[src/rtl/short_preamble_inserter.sv]
// Prefixes each AXI-Stream packet with a programmable repeating preamble,
// then passes the payload through and appends an optional run of zero samples.
module short_preamble_inserter #(
    parameter int unsigned WIDTH           = 32,
    parameter int unsigned PERIOD          = 16,
    parameter int unsigned NUM_REPEATS     = 10,
    parameter int unsigned GAP_LEN         = 0,
    parameter int unsigned SR_PATTERN_BASE = 128,
    parameter int unsigned SR_CTRL         = 127
) (
    input  logic             clk,
    input  logic             reset,
    input  logic             set_stb,
    input  logic [7:0]       set_addr,
    input  logic [31:0]      set_data,
    input  logic [WIDTH-1:0] i_tdata,
    input  logic             i_tlast,
    input  logic             i_tvalid,
    output logic             i_tready,
    output logic [WIDTH-1:0] o_tdata,
    output logic             o_tlast,
    output logic             o_tuser,
    output logic             o_tvalid,
    input  logic             o_tready
);

    localparam int unsigned IdxW = (PERIOD > 1) ? $clog2(PERIOD) : 1;

    typedef enum logic [1:0] {S_IDLE, S_PREAMBLE, S_PAYLOAD, S_GAP} state_e;

    state_e            state_q, state_d;
    logic [IdxW-1:0]   idx_q, idx_d;
    logic [7:0]        rep_q, rep_d;
    logic [15:0]       gap_cnt_q, gap_cnt_d;
    logic [WIDTH-1:0]  pattern_q [PERIOD];
    logic [WIDTH-1:0]  pattern_d [PERIOD];
    logic              ctrl_en_q, ctrl_en_d;
    logic [7:0]        ctrl_rep_q, ctrl_rep_d;
    logic [15:0]       ctrl_gap_q, ctrl_gap_d;
    logic [7:0]        num_rep_q, num_rep_d;
    logic [15:0]       gap_len_q, gap_len_d;

    logic              valid_c, ready_c, last_c, user_c;
    logic [WIDTH-1:0]  data_c;
    logic              unused_set_bits;

    assign unused_set_bits = ^set_data[7:1];

    always_comb begin
        pattern_d  = pattern_q;
        ctrl_en_d  = ctrl_en_q;
        ctrl_rep_d = ctrl_rep_q;
        ctrl_gap_d = ctrl_gap_q;
        for (int k = 0; k < PERIOD; k++) begin
            if (set_stb && set_addr == 8'(SR_PATTERN_BASE + k)) begin
                pattern_d[k] = set_data[WIDTH-1:0];
            end
        end
        if (set_stb && set_addr == 8'(SR_CTRL)) begin
            ctrl_en_d  = set_data[0];
            ctrl_rep_d = set_data[15:8];
            ctrl_gap_d = set_data[31:16];
        end
    end

    // Packet parameters are snapshotted on leaving idle so mid-packet control
    // writes only take effect on the following packet.
    always_comb begin
        state_d   = state_q;
        idx_d     = idx_q;
        rep_d     = rep_q;
        gap_cnt_d = gap_cnt_q;
        num_rep_d = num_rep_q;
        gap_len_d = gap_len_q;
        unique case (state_q)
            S_IDLE: begin
                if (i_tvalid) begin
                    num_rep_d = ctrl_rep_q;
                    gap_len_d = ctrl_gap_q;
                    idx_d     = '0;
                    rep_d     = '0;
                    gap_cnt_d = '0;
                    state_d   = (ctrl_en_q && ctrl_rep_q != 8'd0) ? S_PREAMBLE : S_PAYLOAD;
                end
            end
            S_PREAMBLE: begin
                if (o_tready) begin
                    if (idx_q == IdxW'(PERIOD - 1)) begin
                        idx_d = '0;
                        if (rep_q == num_rep_q - 8'd1) begin
                            rep_d   = '0;
                            state_d = S_PAYLOAD;
                        end else begin
                            rep_d = rep_q + 8'd1;
                        end
                    end else begin
                        idx_d = idx_q + IdxW'(1);
                    end
                end
            end
            S_PAYLOAD: begin
                if (i_tvalid && o_tready && i_tlast) begin
                    state_d = (gap_len_q != 16'd0) ? S_GAP : S_IDLE;
                end
            end
            S_GAP: begin
                if (o_tready) begin
                    if (gap_cnt_q == gap_len_q - 16'd1) begin
                        gap_cnt_d = '0;
                        state_d   = S_IDLE;
                    end else begin
                        gap_cnt_d = gap_cnt_q + 16'd1;
                    end
                end
            end
            default: state_d = S_IDLE;
        endcase
    end

    always_comb begin
        valid_c = 1'b0;
        ready_c = 1'b0;
        last_c  = 1'b0;
        user_c  = 1'b0;
        data_c  = '0;
        unique case (state_q)
            S_PREAMBLE: begin
                valid_c = 1'b1;
                user_c  = 1'b1;
                data_c  = pattern_q[idx_q];
            end
            S_PAYLOAD: begin
                valid_c = i_tvalid;
                ready_c = o_tready;
                last_c  = i_tlast;
                data_c  = i_tdata;
            end
            S_GAP:   valid_c = 1'b1;
            default: valid_c = 1'b0;
        endcase
    end

    // Handshake outputs are forced low for the whole reset pulse.
    assign o_tvalid = valid_c & ~reset;
    assign i_tready = ready_c & ~reset;
    assign o_tlast  = last_c & ~reset;
    assign o_tuser  = user_c & ~reset;
    assign o_tdata  = data_c;

    always_ff @(posedge clk) begin
        if (reset) begin
            state_q    <= S_IDLE;
            idx_q      <= '0;
            rep_q      <= '0;
            gap_cnt_q  <= '0;
            pattern_q  <= '{default: '0};
            ctrl_en_q  <= 1'b1;
            ctrl_rep_q <= 8'(NUM_REPEATS);
            ctrl_gap_q <= 16'(GAP_LEN);
            num_rep_q  <= 8'(NUM_REPEATS);
            gap_len_q  <= 16'(GAP_LEN);
        end else begin
            state_q    <= state_d;
            idx_q      <= idx_d;
            rep_q      <= rep_d;
            gap_cnt_q  <= gap_cnt_d;
            pattern_q  <= pattern_d;
            ctrl_en_q  <= ctrl_en_d;
            ctrl_rep_q <= ctrl_rep_d;
            ctrl_gap_q <= ctrl_gap_d;
            num_rep_q  <= num_rep_d;
            gap_len_q  <= gap_len_d;
        end
    end

endmodule

[config.mk]
export PLATFORM = sky130hd
export DESIGN_NAME = short_preamble_inserter
export DESIGN_NICKNAME = d
export VERILOG_FILES = /design/src/rtl/short_preamble_inserter.sv
export SDC_FILE = /design/constraint.sdc
export NUM_CORES = 2
export LEC_CHECK = 0
export CAP_MARGIN = 0
export CORE_ASPECT_RATIO = 1.4
export CORE_MARGIN = 3
export CORE_UTILIZATION = 40
export CTS_CLUSTER_DIAMETER = 150
export DETAILED_ROUTE_END_ITERATION = 16
export SLEW_MARGIN = 20
export SYNTH_ARGS = -nofsm -noshare
export SYNTH_HDL_FRONTEND = slang
export SYNTH_SLANG_ARGS = --single-unit
[constraint.sdc]
create_clock -name clk -period 3.25 [get_ports clk]
set_clock_uncertainty 0.05 [all_clocks]
set_input_delay 0.325 -clock clk [delete_from_list [all_inputs] [get_ports clk]]
set_output_delay 0.325 -clock clk [all_outputs]
set_load 0.01 [all_outputs]
==> metrics.csv <==
metric;value;unit
worst-skew pair later-pin latency;0.62;ns
GRT busiest layer;met2;
fin cells;4012;
RR Startpoint;gap_len_q[0]$_SDFFE_PP0P_;
share of cells above drive strength 1;15.3;%
placer congestion estimate;0.842;
multi-input logic area;0.0134;mm2
synthesized cell area;0.0261;mm2
starting density of the core;40.5;%
vias in the first global route;22649;
Die Wd;222;um
Syn Nets;3203;
Vias/cell;5.75;
largest net degree at the start of global routing;176;
Cell variety after synth;61;
Worst IR Drop VDD;0.367;mV
Power Density;542;mW/mm2
Final Hold Viols;0;
Tot Pwr;16.9;mW
final setup fails;0;
setup slack, reg-to-reg;0.39;ns
FFs w/ async S/R, synth;0;%
met3 Use GR;4.15;%
maximum root-to-sink buffer count;3;
DRT iter0 DRCs;2601;
Synth Area in Simple Gates;21.3;%
WHS;0.401;ns
status;finished, final reports clean;
sequential fraction of the synthesis area;45.3;%
min Tclk post-route;3.24;ns
CP max FO;7;
Critical Path Start;idx_q[0]$_SDFFE_PP0P_;
DIE AREA;0.0685;mm2
most common cell after layout, fill and taps aside;nand2_1;
Final nets;3219;
filler instances;5949;
Synth Area in Adders;0.479;%
Boundary Pins;114;
P&R area growth vs syn;18.9;%
CTS tree;built;
crit path kind;flip-flop to output port;
Num Clock Sinks;591;
dpl hpwl;54.6;mm
worst hold path class;flip-flop to flip-flop;
period utilisation layout;99.7;%
Seq. cell area;0.0118;mm2
post-synthesis mux area share;13.8;%
synthesized area per cell;8.39;um2
first-pass GRT wire length;137;mm
RSZ-0062 raised after global routing;yes;
pins over their slew limit;0;
Die Y;308;um
core area;0.0645;mm2
r2r endpoint;state_q[1]$_SDFFE_PP0P_;
commonest cells after routing, fill and taps aside;nand2_1 (1166), dfxtp_1 (587), a21oi_1 (576), mux4_2 (156), clkdlybuf4s50_1 (80);
GRT Resource Usage Total;26.0;%
Slew @ Worst Pin;1.04;ns
final WL;91.8;mm
Mapped Cells;3115;
Routed Antenna Nets;0;
row count;110;
Worst EP arrival;2.86;ns
total number of vias;23073;
Worst Path Required;2.87;ns
WL per Instance;22.9;um
DRC errors left;0;
placed cell areas;0.0284;mm2
Max Cap Viol;0;
initial antenna violation count;1;
compound-cell area share of the yosys netlist;12.9;%
Worst slew margin;30.4;%
ys flop type;dfxtp_1;
Detailed Routing Iterations Pass 1;6;
antenna fix cells;0;
reg2reg path depth;10;
largest family of logic cells by synthesized area;simple AND/OR/NAND/NOR gates;
f_max;0.309;GHz
TritonCTS buffer count;56;
post-route cell area;0.0311;mm2
Worst setup EP type;output port;
Post-synth EDFFs;0;
Root Buffer;clkbuf_16;
Ys Warns;0;
Setup crit end;o_tdata[19];
startpoint types;flip-flop;
Synth Area in XOR/XNOR;1.74;%
IO buf count;113;
Yosys reg bits;591;
H-tree Lvls;2;
GR Overflow Total;0;
clock transition at the registers of the reported paths;0.06;ns
grt met2 use;46.3;%
dpl cells;3865;
met1 usage;30.5;%
Leak Pwr;9.89;nW
## sequential cells by signal (all words and copies together) (netlist names)
| name | cells |
|---|---|
| gap_len_q | 16 |
| state_q | 2 |
| ctrl_rep_q | 8 |
| gap_cnt_q | 16 |
| idx_q | 4 |
| ctrl_gap_q | 16 |
| rep_q | 8 |
| num_rep_q | 8 |
| pattern_q | 512 |
| ctrl_en_q | 1 |
## power breakdown
| group | switching (mW) | leakage [nW] | internal [mW] | total, mW |
|---|---|---|---|---|
| combinational | 1.43 | 4.21 | 1.26 | 2.69 |
| clock | 2.89 | 0.923 | 3.94 | 6.83 |
| sequential | 0.0497 | 4.76 | 7.28 | 7.33 |
| total | 4.37 | 9.89 | 12.5 | 16.9 |
## worst min-delay path by stage
stage | end | cells past startpoint | from
floorplan | gap_len_q[8]$_SDFFE_PP0P_ | 2 | ctrl_gap_q[8]$_SDFFE_PP0P_
finish | pattern_q[425]$_SDFFE_PP0P_ | 2 | pattern_q[425]$_SDFFE_PP0P_
global placement | gap_len_q[0]$_SDFFE_PP0P_ | 2 | ctrl_gap_q[0]$_SDFFE_PP0P_
detailed placement | pattern_q[169]$_SDFFE_PP0P_ | 2 | pattern_q[169]$_SDFFE_PP0P_
global route | pattern_q[442]$_SDFFE_PP0P_ | 2 | pattern_q[442]$_SDFFE_PP0P_
CTS | pattern_q[169]$_SDFFE_PP0P_ | 2 | pattern_q[169]$_SDFFE_PP0P_
## per-layer routing
layer	part of all wire [%]	up-vias
met5	0	-
met4	5.1	0
met2	50	1046
met1	37	11252
li1	-	10483
met3	7.6	292
## through the flow
step | TNS (ns) | utilization, % | setup slack (ns)
after global placement | 0 | 44.0 | 0.297
after detailed placement | 0 | 44.0 | 0.292
after global routing | -0.291 | 48.1 | -0.0601
after CTS | -1.30 | 47.9 | -0.164
after floorplan | 0 | - | 0.649
final | 0 | 48.1 | 0.0109
## kinds of logic (layout without fill, tap and decap cells)
kind of cell,after synthesis,in the layout
multiplexers,165,165
buffers and inverters,298,355
flip-flops,591,591
AND/OR/NAND/NOR,1361,1361
adder cells (fa/ha/maj),10,10
AO/OA/AOI/OAI,638,638
XOR/XNOR,52,52
## critical path: stages, from the launching register on
cell	delay, ns
dfxtp_4	0.40
buf_12	0.17
buf_6	0.12
buf_6	0.11
mux4_2	0.50
mux4_2	0.55
a22oi_2	0.18
nor2b_1	0.07
buf_2	0.14
## layout make-up
type	instances	area share, %
clock inverters	18	0.829
repair buffers	249	9.18
clock buffers	81	5.23
multi-input cells	2226	43.2
inverters	7	0.0845
flip-flops and latches	591	38.1
well taps	840	3.38
## Yosys cell counts, types with 11 or more instances
master | count | share of area, %
dfxtp_1 | 591 | 45
buf_2 | 43 | 0.82
nand2_1 | 1166 | 17
mux4_2 | 156 | 13
a21oi_1 | 576 | 11
xnor2_1 | 17 | 0.57
nor3_1 | 14 | 0.27
nor2b_1 | 40 | 0.96
a22oi_1 | 28 | 0.80
nor2_1 | 52 | 0.75
clkbuf_1 | 232 | 3.3
nand3_1 | 12 | 0.23
xor2_1 | 35 | 1.2
buf_1 | 13 | 0.19
nand4_1 | 11 | 0.26
## repair_timing
item	in CTS	in global routing
endpoints found under the hold margin	3	0
gates resized for setup	142	53
buffers inserted	39	7
pin swaps	16	15
setup endpoints to repair	32	27
gates cloned	6	0
hold buffers	1	0
No activity file was read; power rests on OpenSTA's default activity.
